File: config.mk
export PLATFORM = sky130hd
export DESIGN_NAME = mul_div_unit
export DESIGN_NICKNAME = d
export VERILOG_FILES = /design/src/rtl/mdu_pkg.sv /design/src/rtl/mul_div_unit.sv
export SDC_FILE = /design/constraint.sdc
export NUM_CORES = 1
export LEC_CHECK = 0
export CAP_MARGIN = 20
export CORE_MARGIN = 4
export CORE_UTILIZATION = 23
export DETAILED_ROUTE_END_ITERATION = 8
export PLACE_DENSITY_LB_ADDON = 0.3
export SETUP_SLACK_MARGIN = 0.15
export SYNTH_ARGS = -nofsm -noshare
export SYNTH_HDL_FRONTEND = slang
export SYNTH_SLANG_ARGS = --single-unit
File: constraint.sdc
create_clock -name clk -period 4.39 [get_ports clk]
set_input_delay 0.6585 -clock clk [delete_from_list [all_inputs] [get_ports clk]]
set_output_delay 0.6585 -clock clk [all_outputs]
set_load 0.01 [all_outputs]
File: src/rtl/mdu_pkg.sv
// Shared definitions for the Z-side multiply/divide unit: op encodings,
// controller states, default operand width and a conditional-negate helper.
package mdu_pkg;

  localparam int unsigned MDU_WIDTH = 32;
  // Widest value the helper handles; 2*WIDTH must not exceed this.
  localparam int unsigned MDU_MAX_W = 128;

  typedef enum logic [1:0] {
    MDU_MUL  = 2'b00,
    MDU_MULU = 2'b01,
    MDU_DIV  = 2'b10,
    MDU_DIVU = 2'b11
  } mdu_op_e;

  typedef enum logic [1:0] {
    IDLE = 2'b00,
    CALC = 2'b01,
    FIX  = 2'b10
  } mdu_state_e;

  // Two's-complement negate when neg is set. Callers zero-extend into
  // MDU_MAX_W and cast the result back to their own width, so the same
  // helper serves magnitude extraction and final sign correction.
  function automatic logic [MDU_MAX_W-1:0] mdu_cond_neg(
    input logic [MDU_MAX_W-1:0] v,
    input logic                 neg
  );
    return neg ? (~v + 1'b1) : v;
  endfunction

endpackage

File: src/rtl/mul_div_unit.sv
// Iterative multiply/divide unit. Operand A comes from Y, operand B from the
// bus; results land in ZHI/ZLO. Fixed latency: accept edge + WIDTH CALC
// edges + one FIX edge.
// Optional feature macro: MDU_UNSIGNED_OPS_EN (op[0] selects unsigned ops;
// when undefined every op is treated as signed).
module mul_div_unit
  import mdu_pkg::*;
#(
  parameter int unsigned WIDTH = MDU_WIDTH
) (
  input  logic             clk,
  input  logic             reset,
  input  logic             start,
  input  logic [1:0]       op,
  input  logic [WIDTH-1:0] a_in,
  input  logic [WIDTH-1:0] b_in,
  output logic             busy,
  output logic             done,
  output logic [WIDTH-1:0] zhi,
  output logic [WIDTH-1:0] zlo,
  output logic             div_zero
);

  localparam int unsigned W2       = 2 * WIDTH;
  localparam int unsigned CW       = (WIDTH > 1) ? $clog2(WIDTH) : 1;
  localparam logic [CW-1:0] CNT_LAST = CW'(WIDTH - 1);

  mdu_state_e       r_state;
  mdu_state_e       w_state_nxt;

  logic [CW-1:0]    r_cnt;
  logic             r_is_div;
  logic             r_neg_lo;   // product sign (MUL) or quotient sign (DIV)
  logic             r_neg_hi;   // product sign (MUL) or remainder sign (DIV)
  logic             r_dz;
  logic [WIDTH-1:0] r_a_raw;
  logic [WIDTH-1:0] r_mcand;    // multiplicand (MUL) or divisor (DIV)
  logic [W2-1:0]    r_acc;      // MUL: {partial, multiplier}; DIV: {rem, quot}

  logic             w_is_div;
  logic             w_is_signed;
  logic             w_a_neg;
  logic             w_b_neg;
  logic [WIDTH-1:0] w_a_mag;
  logic [WIDTH-1:0] w_b_mag;

  logic [WIDTH:0]   w_mul_sum;
  logic [W2-1:0]    w_mul_next;
  logic [WIDTH:0]   w_div_trial;
  logic             w_div_ge;
  logic [WIDTH-1:0] w_div_rem;
  logic [W2-1:0]    w_div_next;

  logic [W2-1:0]    w_prod;
  logic [WIDTH-1:0] w_quo;
  logic [WIDTH-1:0] w_rem;

`ifndef MDU_UNSIGNED_OPS_EN
  logic             w_unused_op0;
  assign w_unused_op0 = op[0];
`endif

  // Operand decode: effective signedness, operand signs and magnitudes.
  always_comb begin
    w_is_div    = op[1];
`ifdef MDU_UNSIGNED_OPS_EN
    w_is_signed = ~op[0];
    w_a_neg     = w_is_signed & a_in[WIDTH-1];
    w_b_neg     = w_is_signed & b_in[WIDTH-1];
`else
    w_is_signed = 1'b1;
    w_a_neg     = a_in[WIDTH-1];
    w_b_neg     = b_in[WIDTH-1];
`endif
    w_a_mag     = WIDTH'(mdu_cond_neg(MDU_MAX_W'(a_in), w_a_neg));
    w_b_mag     = WIDTH'(mdu_cond_neg(MDU_MAX_W'(b_in), w_b_neg));
  end

  // One CALC iteration for each op: shift-add multiply step and one
  // restoring-divide quotient bit.
  always_comb begin
    w_mul_sum   = {1'b0, r_acc[W2-1:WIDTH]} +
                  (r_acc[0] ? {1'b0, r_mcand} : {(WIDTH+1){1'b0}});
    w_mul_next  = {w_mul_sum, r_acc[WIDTH-1:1]};
    // {rem, next dividend bit} minus divisor; MSB set means "did not fit".
    w_div_trial = r_acc[W2-1:WIDTH-1] - {1'b0, r_mcand};
    w_div_ge    = ~w_div_trial[WIDTH];
    w_div_rem   = w_div_ge ? w_div_trial[WIDTH-1:0] : r_acc[W2-2:WIDTH-1];
    w_div_next  = {w_div_rem, r_acc[WIDTH-2:0], w_div_ge};
  end

  // Sign correction applied in FIX.
  always_comb begin
    w_prod = W2'(mdu_cond_neg(MDU_MAX_W'(r_acc), r_neg_lo));
    w_quo  = WIDTH'(mdu_cond_neg(MDU_MAX_W'(r_acc[WIDTH-1:0]), r_neg_lo));
    w_rem  = WIDTH'(mdu_cond_neg(MDU_MAX_W'(r_acc[W2-1:WIDTH]), r_neg_hi));
  end

  // Controller state register.
  always_ff @(posedge clk) begin
    if (reset) r_state <= IDLE;
    else       r_state <= w_state_nxt;
  end

  // Controller next-state: IDLE -> CALC for WIDTH cycles -> FIX -> IDLE.
  always_comb begin
    w_state_nxt = r_state;
    unique case (r_state)
      IDLE:    if (start) w_state_nxt = CALC;
      CALC:    if (r_cnt == CNT_LAST) w_state_nxt = FIX;
      FIX:     w_state_nxt = IDLE;
      default: w_state_nxt = IDLE;
    endcase
  end

  // Datapath and result registers.
  always_ff @(posedge clk) begin
    if (reset) begin
      busy     <= 1'b0;
      done     <= 1'b0;
      zhi      <= '0;
      zlo      <= '0;
      div_zero <= 1'b0;
      r_cnt    <= '0;
      r_is_div <= 1'b0;
      r_neg_lo <= 1'b0;
      r_neg_hi <= 1'b0;
      r_dz     <= 1'b0;
      r_a_raw  <= '0;
      r_mcand  <= '0;
      r_acc    <= '0;
    end else begin
      done <= 1'b0;
      case (r_state)
        IDLE: begin
          if (start) begin
            busy     <= 1'b1;
            r_cnt    <= '0;
            r_is_div <= w_is_div;
            r_neg_lo <= w_a_neg ^ w_b_neg;
            r_neg_hi <= w_is_div ? w_a_neg : (w_a_neg ^ w_b_neg);
            r_dz     <= w_is_div && (b_in == '0);
            r_a_raw  <= a_in;
            r_mcand  <= w_is_div ? w_b_mag : w_a_mag;
            r_acc    <= {{WIDTH{1'b0}}, (w_is_div ? w_a_mag : w_b_mag)};
          end
        end
        CALC: begin
          r_acc <= r_is_div ? w_div_next : w_mul_next;
          r_cnt <= r_cnt + 1'b1;
        end
        FIX: begin
          busy     <= 1'b0;
          done     <= 1'b1;
          div_zero <= r_dz;
          if (r_dz) begin
            zhi <= r_a_raw;
            zlo <= '1;
          end else if (r_is_div) begin
            zhi <= w_rem;
            zlo <= w_quo;
          end else begin
            zhi <= w_prod[W2-1:WIDTH];
            zlo <= w_prod[WIDTH-1:0];
          end
        end
        default: ;
      endcase
    end
  end

endmodule

* Yosys cells after proc, flatten, opt, wreduce, memory -nomap -nowiden
Index checks and enable logic that the tools add are counted.
Word-level totals: register bits 206, input port bits 69, output and inout port bits 67, word-level logic and storage cells 68
Operators by class: add/subtract/negate cells 8, equal/unequal tests 5, muxes and demuxes 25, bitwise gates (word level) 7, reduce and logical (&&, ||, !) cells 9
Operator list (count):
- 2-to-1 mux 32 bit | 12
- 2-to-1 mux 64 bit | 3
- adder 32 x 1 -> 32 bit (second input constant) | 4
- inverter 32 bit | 4
- one-hot mux 64 bit (2 select lines) | 1
- adder 64 x 1 -> 64 bit (second input constant) | 1
- inverter 64 bit | 1
- adder 32 x 32 -> 33 bit | 1
- subtractor 33 x 32 -> 33 bit | 1
- logical NOT 32 bit | 1
- one-hot mux 5 bit (2 select lines) | 1
- AND reduction 2 bit | 4
- adder 5 x 1 -> 5 bit (second input constant) | 1
- equality test 5 bit (second input constant) | 1
- 2-to-1 mux 5 bit | 1
- 2-to-1 mux 2 bit | 2
- inequality test 2 bit (second input constant) | 2
- one-hot mux 2 bit (2 select lines) | 1
- nonzero test 2 bit | 2
- 2-to-1 mux 1 bit | 3
- equality test 2 x 1 -> 1 bit (second input constant) | 1
- equality test 2 bit (second input constant) | 1
- logical NOT 2 bit | 1
- one-hot mux 1 bit (2 select lines) | 1
- other kinds (3) | 3

* Longest topological paths before layout
Gate-level depths: netlist of run 1.
word-level depth 6, gate-level depth with buffers 15, gate-level depth less buffers 14

* Least setup slack after synthesis of run 1
Ideal clock, no wire load.
path type register to register, start point reg r_acc[0], end point reg zhi[10], library setup time 122 ps, arrival time 3203 ps, data required time 4268 ps, slack 1065 ps, cell stages (with the launch flop) 13, path buffers 1, clock period less this slack 3325 ps, cell sequence dfxtp_1 inv_1 clkbuf_1 ha_1 or3b_2 nor4_2 nand4_1 or3_1 o21a_1 or3_1 o31ai_2 xor2_1 o21ai_1
On the way: word-level cells in the longest chain between the ends 5
RTL lines:
- start: declaration | line mul_div_unit.sv:38 | logic [W2-1:0] r_acc;
- start signal: assignment | line mul_div_unit.sv:145 | r_acc <= {{WIDTH{1'b0}}, (w_is_div ? w_a_mag : w_b_mag)};
- start signal: assignment | line mul_div_unit.sv:149 | r_acc <= r_is_div ? w_div_next : w_mul_next;
- inverter 64 bit | line mdu_pkg.sv:29 | return neg ? (~v + 1'b1) : v;
- adder 64 x 1 -> 64 bit | line mdu_pkg.sv:29
- 2-to-1 mux 64 bit | line mdu_pkg.sv:29
- 2-to-1 mux 32 bit | line mul_div_unit.sv:159 | end else if (r_is_div) begin
- 2-to-1 mux 32 bit | line mul_div_unit.sv:156 | if (r_dz) begin
- end signal: assignment | line mul_div_unit.sv:157 | zhi <= r_a_raw;
- end signal: assignment | line mul_div_unit.sv:160 | zhi <= w_rem;
- end signal: assignment | line mul_div_unit.sv:163 | zhi <= w_prod[W2-1:WIDTH];
- end: declaration | line mul_div_unit.sv:19 | output logic [WIDTH-1:0] zhi,
Every way passes these cells. A chain may end at the register's enable or synchronous reset.

* Worst setup path after layout of run 1
start point reg r_acc[0], end point reg r_acc[59]
On the way: word-level cells in the longest chain between the ends 4
RTL lines:
- 2-to-1 mux 32 bit | line mul_div_unit.sv:83 | (r_acc[0] ? {1'b0, r_mcand} : {(WIDTH+1){1'b0}});
- adder 32 x 32 -> 33 bit | line mul_div_unit.sv:82 | w_mul_sum = {1'b0, r_acc[W2-1:WIDTH]} +
- 2-to-1 mux 64 bit | line mul_div_unit.sv:149
- one-hot mux 64 bit (2 select lines) | line mul_div_unit.sv:134 | case (r_state)
Every way passes these cells.

==> implementation parameters, run 1 <==
Parameter                              Value

Run status
  Status ... finished, final reports clean

Die
  Area of the core ... 0.0656 mm2
  Effective utilization at floorplan ... 23.2%
  Die boundary width ... 265 um
  Num rows ... 94
  Vertical die dimension ... 265 um
  Die Area ... 0.0704 mm2
  Top Ports ... 136

Logic synthesis
  Mean post-synth cell area ... 7.40 um2
  Mapped Area ... 0.0152 mm2
  Post-synthesis register bit count ... 206
  Main flop type after synthesis ... dfxtp_1
  Syn Nets ... 2199
  Fraction of registers with async set or reset after synthesis ... 0%
  Number of flops mapped to enable cells by yosys ... 0
  Yosys warnings ... 0
  Seq/Total Area, Yosys ... 27.1%
  Count of cell types in the netlist ... 73
  Cells after Synth ... 2058

Route
  1st-iter DRT viols ... 1467
  Via total after detailed routing ... 15800
  WL final ... 63800 um
  Number of nets with antenna violations after routing ... 0
  Wire length per cell after detailed routing ... 21.2 um
  Number of detailed-route iterations in the first pass ... 8
  Vias per Instance ... 5.25
  Number of remaining DRC errors ... 0

STA
  Time the final worst path needs with I/O delays and setup ... 3880 ps
  Transition time at the pin with the least slew margin ... 944 ps
  Worst relative slew slack ... 37.0%
  Final number of hold-violating endpoints ... 0
  Maximum clock rate ... 258 MHz
  Worst Clk Skew ... 24.9 ps
  Period Utilization, post-route ... 88.5%
  Final setup violation count ... 0
  Max-slew violation total from the final report ... 0
  Total negative slack for setup checks ... 0 ps
  Unrepaired setup endpoints after global routing ... false
  Worst slack on hold paths ... 452 ps

Setup path
  Maximum fanout count along the critical path ... 18
  Start point of the critical path ... r_acc[0]$_SDFFE_PP0P_
  Crit path launch type ... flop
  Kind of capture point of the worst setup path ... flop
  Crit path required time ... 4860 ps
  Crit path arrival time ... 4350 ps
  Reg-to-reg startpoint ... r_acc[0]$_SDFFE_PP0P_
  Count of cells along the worst register-to-register path ... 15
  Critical Setup Path Class ... flop to flop

Clocking
  CTS H-Tree Depth ... 1
  CTS Buf Count ... 25
  Worst-Skew Late Latency ... 570 ps
  Clock Tree Root ... clkbuf_16
  Post-CTS resize count ... 0
  CTS clock-pin slew for the worst setup and hold paths ... 60 ps
  Postcts setup bufs ... 0
  Clk buf depth ... 3
  TritonCTS clock tree ... done
  Clock Sinks ... 206
  Hold-fix buffer count after cts ... 0

Job
  MaxCap Viol Count ... 0

GRT
  Vias in the first global route ... 14800
  Maximum number of pins on one net before global-route repair ... 82
  Grt total ovfl ... 0
  Antenna violations before repair ... 6
  First-pass GRT wire length ... 94600 um
  Aggregate global-route resource usage ... 17.3%

Cells and area
  Layout Area Growth over Synthesis ... 21.6%
  Final net count ... 2267
  Proportion of layout cells with a drive suffix above 1 ... 6.34%
  Most common library cell in the layout ignoring fill and taps ... nand2_1
  Number of cells in the finished layout apart from fillers ... 3010
  Leading cell types in the layout, fill and taps excluded ... nand2_1, nor2_1, dfxtp_1

Worst hold path
  Start point of the worst hold path ... r_a_raw[20]$_SDFFE_PP0P_
  Classification of the worst-slack hold path ... flop to flop
  Hold depth ... 2

Power
  Power density relative to cell area ... 322 mW/mm2
  Standby leakage power ... 6.84 nW
  Maximum vdd drop ... 0.000278 V

Place
  DP Cell Count ... 2961
  Final RePlAce weighted congestion ... 0.914
  IO Port Bufs ... 134
  Dpl hpwl ... 50500 um
## worst paths after layout
path	endpoint	slack, ps
min reg2reg	r_a_raw[20]$_SDFFE_PP0P_	450
min	r_a_raw[20]$_SDFFE_PP0P_	450
max reg2reg	r_acc[59]$_SDFFE_PP0P_	510
max	r_acc[59]$_SDFFE_PP0P_	510
## kinds of logic after synthesis
group                      share of synthesized area [%]
AOI/OAI and AO/OA                                   29.3
xor gates and xnor gates                            10.1
adders and majority gates                           6.02
buffers and inverters                               5.22
DFF                                                 27.1
muxes                                               1.98
and+or+nand+nor                                     20.3
## synthesized netlist by cell type, types with 13 or more instances
| cell | instances | share of area, % |
|---|---|---|
| nand2_1 | 250 | 6.2 |
| nor2_1 | 223 | 5.5 |
| dfxtp_1 | 206 | 27 |
| a21oi_1 | 202 | 6.6 |
| o21ai_0 | 142 | 4.7 |
| clkbuf_1 | 124 | 3.1 |
| xor2_1 | 89 | 5.1 |
| xnor2_1 | 86 | 4.9 |
| ha_1 | 70 | 5.8 |
| a211oi_1 | 69 | 3.4 |
| inv_1 | 57 | 1.4 |
| o211ai_1 | 40 | 2.0 |
| o31ai_1 | 34 | 1.7 |
| a21o_1 | 33 | 1.6 |
| nor3_1 | 30 | 0.99 |
| mux2i_1 | 29 | 1.9 |
| a22oi_1 | 23 | 1.1 |
| buf_1 | 23 | 0.57 |
| nand3_1 | 23 | 0.76 |
| nand2b_1 | 19 | 0.78 |
| nor2b_1 | 19 | 0.78 |
| or4_1 | 19 | 0.94 |
| o41ai_1 | 16 | 0.92 |
| a311oi_1 | 15 | 0.86 |
| a32oi_1 | 15 | 0.86 |
| nand4_1 | 15 | 0.62 |
| nor4_1 | 15 | 0.62 |
| a31oi_1 | 14 | 0.58 |
| or3_1 | 13 | 0.53 |
## per-stage QoR
stage / instance area (um2) / utilization (%) / worst slack, ps / total power [mW]
after CTS: 18500 / 28.2 / 539 / 6.00
after detailed placement: 17600 / 26.8 / 349 / 3.66
after global routing: 18500 / 28.2 / 259 / 6.23
after floorplan: 15200 / - / 1060 / 3.09
final: 18500 / 28.2 / 507 / 5.97
after global placement: 17600 / 26.8 / 373 / 3.65
## layer usage
layer	share of wire, %	global-route usage (%)	vias to the layer above	wire length [um]
li1	-	-	7612	-
met1	46	24.1	7581	29300
met3	7.2	3.28	90	4600
met4	3.0	5.01	10	1890
met2	44	27.3	508	28000
met5	0.099	0	-	63
## critical path, cell delays in order, from the launching register on
cell,delay [ps]
dfxtp_1,390
inv_1,130
buf_4,270
buf_4,280
nor2_1,80
ha_1,350
nand2_1,90
nor2_1,270
and3_1,210
a32oi_1,80
a21oi_1,450
a31oi_1,290
o21ai_0,270
xor2_1,220
o21ai_0,140
a211oi_1,260
## state kept, by name, summed over array words and instances, names as in the netlist, 2 cells and up
register / cells
r_acc: 64
zhi: 32
r_mcand: 32
r_cnt: 5
r_a_raw: 32
zlo: 32
r_state: 2
## final cells by class
class                           count  area, um2
Multi-Input combinational cell   1642      10300
Inverter                           58        218
Antenna cell                        1       2.50
Clock buffer                       36        747
Sequential cell                   206       4130
Fill cell                        7132      47100
Tap cell                          864       1080
Clock inverter                     10        174
Timing Repair Buffer              193       1820
## report_power, final
group          switching, mW  internal [mW]  leakage [nW]
sequential             0.128           1.95          1.68
clock                  0.903           1.42         0.448
combinational          0.983          0.577          4.71
(Power assumes the default switching activity.)
==> inputs of run 2 (changes only) <==
--- a/config.mk
+++ b/config.mk
@@ -14,3 +14,4 @@
 export SYNTH_ARGS = -nofsm -noshare
 export SYNTH_HDL_FRONTEND = slang
 export SYNTH_SLANG_ARGS = --single-unit
+export TNS_END_PERCENT = 20
==> results of run 2 <==
No change in the layout: final DEF, timing and power equal those of run 1.
